File: src/rtl/regfile_write_scheduler.sv
// regfile_write_scheduler
//
// Owns the single write port of the 32x32 register file. After reset it sweeps
// every register once (r30/r31 get preset values, all others get zero), then
// arbitrates the write port between pipeline writeback (WB), the multi-cycle
// unit (MC) and the debug/loader port (DBG). The write port outputs are
// registered so they are stable for the register file's negedge write.
//
// Ports:
//   clock, reset                 system clock, asynchronous active-high reset
//   wb_valid/wb_addr/wb_data     WB write request (no ready; frozen by wb_stall)
//   wb_stall                     registered, freezes the WB stage for one cycle
//   mc_valid/mc_addr/mc_data     MC write request
//   mc_ready                     combinational grant to MC
//   dbg_valid/dbg_addr/dbg_data  DBG write request
//   dbg_ready                    combinational grant to DBG
//   rf_we/rf_addr/rf_wdata       registered register-file write port
//   init_busy                    high while the init sweep runs
module regfile_write_scheduler #(
    parameter logic [31:0] INIT_R30     = 32'h0000_0001,
    parameter logic [31:0] INIT_R31     = 32'h0000_0001,
    parameter int          STARVE_LIMIT = 4,
    parameter logic        ZERO_PROTECT = 1'b0
) (
    input  logic        clock,
    input  logic        reset,
    input  logic        wb_valid,
    input  logic [4:0]  wb_addr,
    input  logic [31:0] wb_data,
    output logic        wb_stall,
    input  logic        mc_valid,
    input  logic [4:0]  mc_addr,
    input  logic [31:0] mc_data,
    output logic        mc_ready,
    input  logic        dbg_valid,
    input  logic [4:0]  dbg_addr,
    input  logic [31:0] dbg_data,
    output logic        dbg_ready,
    output logic        rf_we,
    output logic [4:0]  rf_addr,
    output logic [31:0] rf_wdata,
    output logic        init_busy
);

    localparam int            CW    = $clog2(STARVE_LIMIT + 1);
    localparam logic [CW-1:0] LIMIT = CW'(STARVE_LIMIT);

    typedef enum logic {INIT, RUN} state_t;
    typedef enum logic {PTR_MC, PTR_DBG} ptr_t;

    state_t        state, state_next;
    ptr_t          rr_ptr, rr_ptr_next;
    logic [4:0]    init_cnt, init_cnt_next;
    logic [CW-1:0] mc_starve, mc_starve_next;
    logic [CW-1:0] dbg_starve, dbg_starve_next;
    logic          stall_next;
    logic          grant_wb, grant_mc, grant_dbg;
    logic [4:0]    sel_addr;
    logic [31:0]   sel_data;
    logic          we_next;
    logic [4:0]    addr_next;
    logic [31:0]   data_next;

    assign mc_ready  = grant_mc;
    assign dbg_ready = grant_dbg;
    assign init_busy = (state == INIT);

    // Next-state, grant and write-port decision. In INIT every cycle issues one
    // sweep write. In RUN a pending stall cycle belongs to the starved requester
    // (MC first), otherwise WB has priority and MC/DBG share by round robin.
    // The stall is never requested twice in a row so WB always gets a cycle
    // between forced stalls; a starved counter simply saturates meanwhile.
    always_comb begin
        state_next      = state;
        init_cnt_next   = init_cnt;
        rr_ptr_next     = rr_ptr;
        mc_starve_next  = '0;
        dbg_starve_next = '0;
        stall_next      = 1'b0;
        grant_wb        = 1'b0;
        grant_mc        = 1'b0;
        grant_dbg       = 1'b0;
        sel_addr        = '0;
        sel_data        = '0;
        we_next         = 1'b0;
        addr_next       = rf_addr;
        data_next       = rf_wdata;

        case (state)
            INIT: begin
                we_next       = 1'b1;
                addr_next     = init_cnt;
                data_next     = (init_cnt == 5'd30) ? INIT_R30 :
                                (init_cnt == 5'd31) ? INIT_R31 : 32'h0;
                init_cnt_next = init_cnt + 5'd1;
                stall_next    = (init_cnt != 5'd31);
                if (init_cnt == 5'd31) begin
                    state_next = RUN;
                end
            end
            RUN: begin
                if (wb_stall) begin
                    if (mc_valid && (mc_starve == LIMIT)) begin
                        grant_mc = 1'b1;
                    end else if (dbg_valid && (dbg_starve == LIMIT)) begin
                        grant_dbg = 1'b1;
                    end
                end else if (wb_valid) begin
                    grant_wb = 1'b1;
                end else if (mc_valid && dbg_valid) begin
                    if (rr_ptr == PTR_MC) begin
                        grant_mc    = 1'b1;
                        rr_ptr_next = PTR_DBG;
                    end else begin
                        grant_dbg   = 1'b1;
                        rr_ptr_next = PTR_MC;
                    end
                end else if (mc_valid) begin
                    grant_mc = 1'b1;
                end else if (dbg_valid) begin
                    grant_dbg = 1'b1;
                end

                if (mc_valid && !grant_mc) begin
                    mc_starve_next = (mc_starve == LIMIT) ? LIMIT : mc_starve + CW'(1);
                end
                if (dbg_valid && !grant_dbg) begin
                    dbg_starve_next = (dbg_starve == LIMIT) ? LIMIT : dbg_starve + CW'(1);
                end
                stall_next = !wb_stall &&
                             ((mc_starve_next == LIMIT) || (dbg_starve_next == LIMIT));

                if (grant_wb) begin
                    sel_addr = wb_addr;
                    sel_data = wb_data;
                end else if (grant_mc) begin
                    sel_addr = mc_addr;
                    sel_data = mc_data;
                end else if (grant_dbg) begin
                    sel_addr = dbg_addr;
                    sel_data = dbg_data;
                end

                // A protected r0 write still completes its handshake but is
                // dropped here; address/data keep their previous values.
                if ((grant_wb || grant_mc || grant_dbg) &&
                    !(ZERO_PROTECT && (sel_addr == 5'd0))) begin
                    we_next   = 1'b1;
                    addr_next = sel_addr;
                    data_next = sel_data;
                end
            end
            default: begin
                state_next = INIT;
            end
        endcase
    end

    // State and registered write port. Reset aborts everything immediately,
    // including a sweep in progress, which then restarts from r0.
    always_ff @(posedge clock or posedge reset) begin
        if (reset) begin
            state      <= INIT;
            init_cnt   <= '0;
            rr_ptr     <= PTR_MC;
            mc_starve  <= '0;
            dbg_starve <= '0;
            wb_stall   <= 1'b0;
            rf_we      <= 1'b0;
            rf_addr    <= '0;
            rf_wdata   <= '0;
        end else begin
            state      <= state_next;
            init_cnt   <= init_cnt_next;
            rr_ptr     <= rr_ptr_next;
            mc_starve  <= mc_starve_next;
            dbg_starve <= dbg_starve_next;
            wb_stall   <= stall_next;
            rf_we      <= we_next;
            rf_addr    <= addr_next;
            rf_wdata   <= data_next;
        end
    end

endmodule

File: config.mk
export PLATFORM = sky130hd
export DESIGN_NAME = regfile_write_scheduler
export DESIGN_NICKNAME = d
export VERILOG_FILES = /design/src/rtl/regfile_write_scheduler.sv
export SDC_FILE = /design/constraint.sdc
export NUM_CORES = 1
export LEC_CHECK = 0
export ABC_CLOCK_PERIOD_IN_PS = 1950
export CORE_MARGIN = 5
export CORE_UTILIZATION = 36
export CTS_BUF_LIST = sky130_fd_sc_hd__clkbuf_4 sky130_fd_sc_hd__clkbuf_8
export DETAILED_ROUTE_END_ITERATION = 10
export PLACE_DENSITY = 0.78
export SLEW_MARGIN = 20
export SYNTH_ARGS = -nofsm -noshare
export SYNTH_HDL_FRONTEND = slang
export SYNTH_SLANG_ARGS = --single-unit
File: constraint.sdc
create_clock -name clock -period 1.95 [get_ports clock]
set_input_delay 0.39 -clock clock [delete_from_list [all_inputs] [get_ports clock]]
set_output_delay 0.39 -clock clock [all_outputs]
set_load 0.02 [all_outputs]
==> flow_summary.yaml, run 1 <==
status:
  status: "finished, final reports clean"
critical_path:
  end_kind: "output port"
  path_class: "in2out"
  reg2reg_from: "mc_starve[1]"
  reg2reg_to: "rf_wdata[4]"
  r2r.worst_path.cells: 8
  start_kind: "input port"
  worstPathRequired_ns: 1.56
  cp_data_arrival_time_ns: 1.55
  path_max_fanout: 2
  r2r_slack_ns: 0.008
pwr:
  leakagePower_nw: 2.12
  p_per_area_nw_per_um2: 789
  p_total_mw: 3.98
  vdd_drop_max_v: 0.000358
die:
  dieArea_um2: 10000
  io_pins: 158
  initial_core_util_pct: 37.4
  die_w_um: 100
  die_h_um: 100
  rows: 32
  core_um2: 7810
routing:
  wirelength_um: 10500
  drtAntennaViolNets: 0
  top_layer_used: "met4"
  firstDrtPassIters: 4
  route.met2.wl_um: 5230
  drc: 0
  wl_met1_um: 4300
  drt_iter0_markers: 110
  wl_per_cell_um: 18.9
  route.met3.wl_um: 852
  vias: 3076
  viasPerCell: 5.51
logic_synthesis:
  seq_area_frac_synth_pct: 44.6
  syn_nets: 402
  syn_inst: 279
  synth_edf_count: 0
  synth_top_area_share_pct: 44.6
  synthFlopType: "dfrtp_1"
  synthMostInstantiatedCell: "dfrtp_1"
  syn-mean-instance-area_um2: 10.5
  yosys.cell_types.count: 37
  ys_warn_count: 0
  yosys-top-cells-area: "dfrtp_1 (45%), a221o_1 (11%), a32o_1 (11%)"
  async_reset_ff_share_pct: 100
  yosys-top-cells-count: "dfrtp_1 (52), nand2b_1 (33), a221o_1 (32)"
  synth_area_leader_cell: "dfrtp_1"
  ys_ff_latch: 52
  synth_area_um2: 2920
global_route:
  grt_use_total_pct: 19.7
  antenna_found_initial: 0
  grt_pass1_vias: 3243
  grt_overflow: 0
  grt_start_max_net_pins: 53
  grt_pass1_wl_um: 15800
timing:
  slew_headroom_pct: 79.6
  min_period_over_period_pct: 99.6
  rsz0062_at_grt: "yes"
  hold_viol: 0
  clock_skew_ns: 0.00794
  fmax_mhz: 515
  fin_crit_ns: 1.94
  setup_viol_count_final: 0
  worstMarginPinSlew_ns: 0.306
  finalMaxSlewViolations: 0
cts:
  cts_hold_buf: 0
  clk_latency_ns: 0.31
  cts_buffer_depth: 2
  numCtsBuffers: 5
  cts.reportedPaths.clkPinSlew_ns: 0.09
  htreeDepth: 2
  cts_tree: "done"
  postCtsSetupBuffers: 0
  clkSinkCount: 52
  cts-root-buf: "clkbuf_8"
placed_design:
  place_congestion: 0.872
  port_buffers: 157
  hpwl_um: 7440
worst_hold_path:
  hold_class: "in2async"
final_layout:
  drive_gt1_share_pct: 14.9
  utilization_pct: 64.7
  nNetsFinal: 578
  filler_cell_count: 641
  syn2layout_area_growth_pct: 73.1
  diodes: 0
run:
  max-cap-violations: 0
==> repair_timing <==
item,CTS,global route
setup endpoints to repair,42,40
gates resized for setup,16,14
gates cloned,2,4
==> state kept, by name, indices dropped and copies added, names as in the netlist, 3 cells and up <==
| signal | count |
|---|---|
| rf_wdata | 32 |
| init_cnt | 5 |
| mc_starve | 3 |
| rf_addr | 5 |
| dbg_starve | 3 |
==> worst max-delay path, cell delays in order <==
cell	delay [ns]
clkdlybuf4s50_1	0.42
buf_4	0.15
o32ai_2	0.25
and3_1	0.20
buf_4	0.14
==> final cells by class <==
class | count | area, um^2 | area share [%]
repair buffers | 189 | 1860 | 36.9
multi-input cells | 195 | 1560 | 30.8
flip-flops and latches | 52 | 1300 | 25.8
well taps | 102 | 128 | 2.53
clock inverters | 3 | 90.1 | 1.78
clock buffers | 5 | 68.8 | 1.36
inverters | 12 | 45.0 | 0.892
==> power by group <==
group / switching, mW / total (mW) / internal (mW)
clock network: 0.366 / 1.01 / 0.642
logic: 0.738 / 1.61 / 0.874
registers: 0.102 / 1.36 / 1.26
total: 1.21 / 3.98 / 2.78
==> metrics by stage <==
step | worst slack, ns | setup TNS, ns | cell area (um^2) | instances | hold slack (ns)
2_1_floorplan | 0.00838 | 0 | 2920 | 279 | 0.466
3_3_place_gp | -0.476 | -16.60 | 4800 | 544 | 0.462
3_5_place_dp | -0.558 | -21.07 | 4800 | 544 | 0.471
4_1_cts | -0.0299 | -0.369 | 4980 | 554 | 0.452
5_1_grt | -0.0573 | -0.719 | 5050 | 558 | 0.462
6_report | 0.00826 | 0 | 5050 | 558 | 0.434
==> cells by family after synthesis <==
logic type,share of synthesized area [%]
flip-flops,44.6
XOR/XNOR,1.20
AO/OA/AOI/OAI,28.3
AND/OR/NAND/NOR,16.3
adder cells (fa/ha/maj),3.00
multiplexers,0.386
buffers and inverters,6.17
==> cells in the final DEF (no fill, tap or decap), drive strengths merged, types with 2 or more instances in the layout <==
master,instances
clkdlybuf4s50,153
dfrtp,52
buf,34
nand2b,33
a221o,32
a32o,31
nand2,17
nor2,12
inv,12
o21ai,10
and2,8
ha,7
nand3,5
a221oi,5
clkbuf,5
xnor2,4
nor2b,4
bufinv,3
a21oi,3
and3,3
nand4,2
nor4,2
a41oi,2
a211oi,2
nand3b,2
==> worst max-delay path by stage <==
stage                 start      endpoint  slack (ns)  cells past startpoint
6_report           wb_valid     dbg_ready       0.008                      5
5_1_grt        mc_starve[0]   rf_wdata[4]       -0.06                      8
4_1_cts        mc_starve[0]  rf_wdata[16]       -0.03                      8
3_5_place_dp       mc_valid     dbg_ready       -0.56                      5
3_3_place_gp       mc_valid     dbg_ready       -0.48                      5
2_1_floorplan  mc_starve[0]   rf_wdata[2]       0.008                      9
==> routing by layer <==
metal	vias to the layer above	GRT usage [%]
li1	1430	-
met4	0	5.28
met3	14	5.98
met1	1494	23.2
met2	138	34.9
met5	-	0
No activity file was read; power rests on OpenSTA's default activity.
==> run 2, diff against run 1 <==
CTS_CLUSTER_DIAMETER = 150   (was default)
CTS_CLUSTER_SIZE = 24   (was default)
==> results of run 2 <==
No change in the layout: final DEF, timing and power equal those of run 1.
==> run 3, diff against run 2 <==
RECOVER_POWER = 25   (was default)
==> run 3 against run 2 <==
Sequential cell count unchanged. Sequential share of layout area up 0.077 points. Worst setup slack about the same. Count of clock-buffer cells in the layout unchanged. Highest routed layer unchanged.
==> flow_summary.yaml, run 3 (synthesized netlist as in run 1, its figures left out) <==
status:
  status: "finished, final reports clean"
timing:
  slew_headroom_pct: 21.6
  worstMarginPinSlew_ns: 1.18
  finalMaxSlewViolations: 0
  fmax_mhz: 515
  min_period_over_period_pct: 99.6
  fin_crit_ns: 1.94
  hold_viol: 0
  rsz0062_at_grt: "yes"
  clock_skew_ns: 0.00803
  setup_viol_count_final: 0
critical_path:
  reg2reg_to: "rf_wdata[4]"
  r2r.worst_path.cells: 8
  path_cells: "clkdlybuf4s50_1 > buf_4 > o32ai_2 > and3_1 > buf_4"
  reg2reg_from: "mc_starve[1]"
  cp_data_arrival_time_ns: 1.55
  crit_cells: 5
  end_kind: "output port"
  path_class: "in2out"
  crit_family: "buffers and inverters"
  path_max_fanout: 2
  timing.critical_path.mode_cell: "buf_4"
  start_kind: "input port"
  crit_slowest_cell: "clkdlybuf4s50_1"
  cp_slowest_stage_delay_ns: 0.42
  worstPathRequired_ns: 1.56
  r2r_slack_ns: 0.009
  path_buf_inv: 3
final_layout:
  largest_registers: "rf_wdata: 32 flops, init_cnt: 5 flops, rf_addr: 5 flops"
  largest_register_ff_count: 32
  nNetsFinal: 578
  diodes: 0
  final_cell_mix: "clkdlybuf4s50_1 (153), dfrtp_1 (51), nand2b_1 (33), a221o_1 (32), a32o_1 (31)"
  syn2layout_area_growth_pct: 72.6
  utilization_pct: 64.5
  mostFrequentLayoutCell: "clkdlybuf4s50_1"
  top_register: "rf_wdata"
  drive_gt1_share_pct: 14.7
cts:
  clk_latency_ns: 0.31
  postCtsSetupBuffers: 0
  cts_hold_buf: 0
  htreeDepth: 2
  cts_buffer_depth: 2
  clkSinkCount: 52
  numCtsBuffers: 5
  cts_tree: "done"
  cts-root-buf: "clkbuf_8"
  cts.reportedPaths.clkPinSlew_ns: 0.10
pwr:
  pwr-share-seq_pct: 34.3
  clock_power_share_pct: 25.3
  p_total_mw: 3.98
  leakagePower_nw: 2.11
  p_int_mw: 2.77
  swShare_pct: 30.3
  p_sw_mw: 1.21
  p_per_area_nw_per_um2: 790
  vdd_drop_max_v: 0.000358
  combPwrFrac_pct: 40.4
die:
  initial_core_util_pct: 37.4
  core_um2: 7810
  io_pins: 158
  die_h_um: 100
  rows: 32
  dieArea_um2: 10000
  die_w_um: 100
worst_hold_path:
  min_delay_path_depth: 2
  min_from: "rf_addr[1]"
  hold_end: "rf_addr[1]"
  hold_class: "reg2reg"
routing:
  firstDrtPassIters: 6
  drtAntennaViolNets: 0
  vias: 3054
  viasPerCell: 5.47
  wl_per_cell_um: 18.9
  wirelength_um: 10500
  drc: 0
  drt_iter0_markers: 113
global_route:
  grt_overflow: 0
  grt_pass1_wl_um: 15800
  grt_pass1_vias: 3243
  antenna_found_initial: 0
  grt_start_max_net_pins: 53
  grt_use_total_pct: 19.7
run:
  max-cap-violations: 0
placed_design:
  place_congestion: 0.872
  hpwl_um: 7440
  port_buffers: 157
run 3: changes by cell type in the layout (fill, tap and decap cells not counted):
cell / change
inv_2: -1
clkinv_1: +1
buf_12: -1
buf_2: +1
run 3: routing by layer:
layer | track usage (%) | wire length, um | up-vias
met2 | 34.9 | 5280 | 127
met3 | 5.98 | 839 | 12
met5 | 0 | 0 | -
li1 | - | - | 1429
met4 | 5.28 | 157 | 0
met1 | 23.2 | 4250 | 1486
run 3: power groups by stage:
stage | Sequential [mW] | Combinational [mW] | Clock, mW
after global routing | 1.39 | 1.71 | 1.07
after CTS | 1.36 | 1.58 | 1.03
after detailed placement | 1.39 | 1.54 | 0
final | 1.36 | 1.61 | 1.01
after floorplan | 1.59 | 0.510 | 0
after global placement | 1.37 | 1.51 | 0
run 3: layout make-up:
| cell class | count | area, um^2 |
|---|---|---|
| clock inverters | 3 | 90.1 |
| inverters | 12 | 45.0 |
| flip-flops and latches | 52 | 1300 |
| clock buffers | 5 | 68.8 |
| well taps | 102 | 128 |
| fillers | 642 | 2770 |
| multi-input cells | 195 | 1560 |
| repair buffers | 189 | 1850 |
run 3: repair_timing:
action,4_1_cts,5_1_grt
gates resized for setup,16,14
endpoints found under the setup margin,42,40
endpoints found under the hold margin,0,0
cloned,2,4
run 3: tightest hold or removal path, cell delays in order (launching register included):
cell and delay [ns]:
dfrtp_1 0.36, nand2_1 0.05, o21ai_0 0.06
run 3: through the flow:
step	TNS [ns]	worst slack [ns]	cell area, um^2	cells	hold WS, ns
3_3_place_gp	-16.60	-0.476	4800	544	0.462
2_1_floorplan	0	0.00838	2920	279	0.466
4_1_cts	-0.369	-0.0299	4980	554	0.452
6_report	0	0.00871	5040	558	0.491
5_1_grt	-0.719	-0.0573	5040	558	0.511
3_5_place_dp	-21.07	-0.558	4800	544	0.471
run 3: worst max path at each step:
stage                             from           end  slack, ns
after floorplan           mc_starve[0]   rf_wdata[2]      0.008
after global placement        mc_valid     dbg_ready      -0.48
after detailed placement      mc_valid     dbg_ready      -0.56
after CTS                 mc_starve[0]  rf_wdata[16]      -0.03
after global routing      mc_starve[0]   rf_wdata[4]      -0.06
final                         wb_valid     dbg_ready      0.009
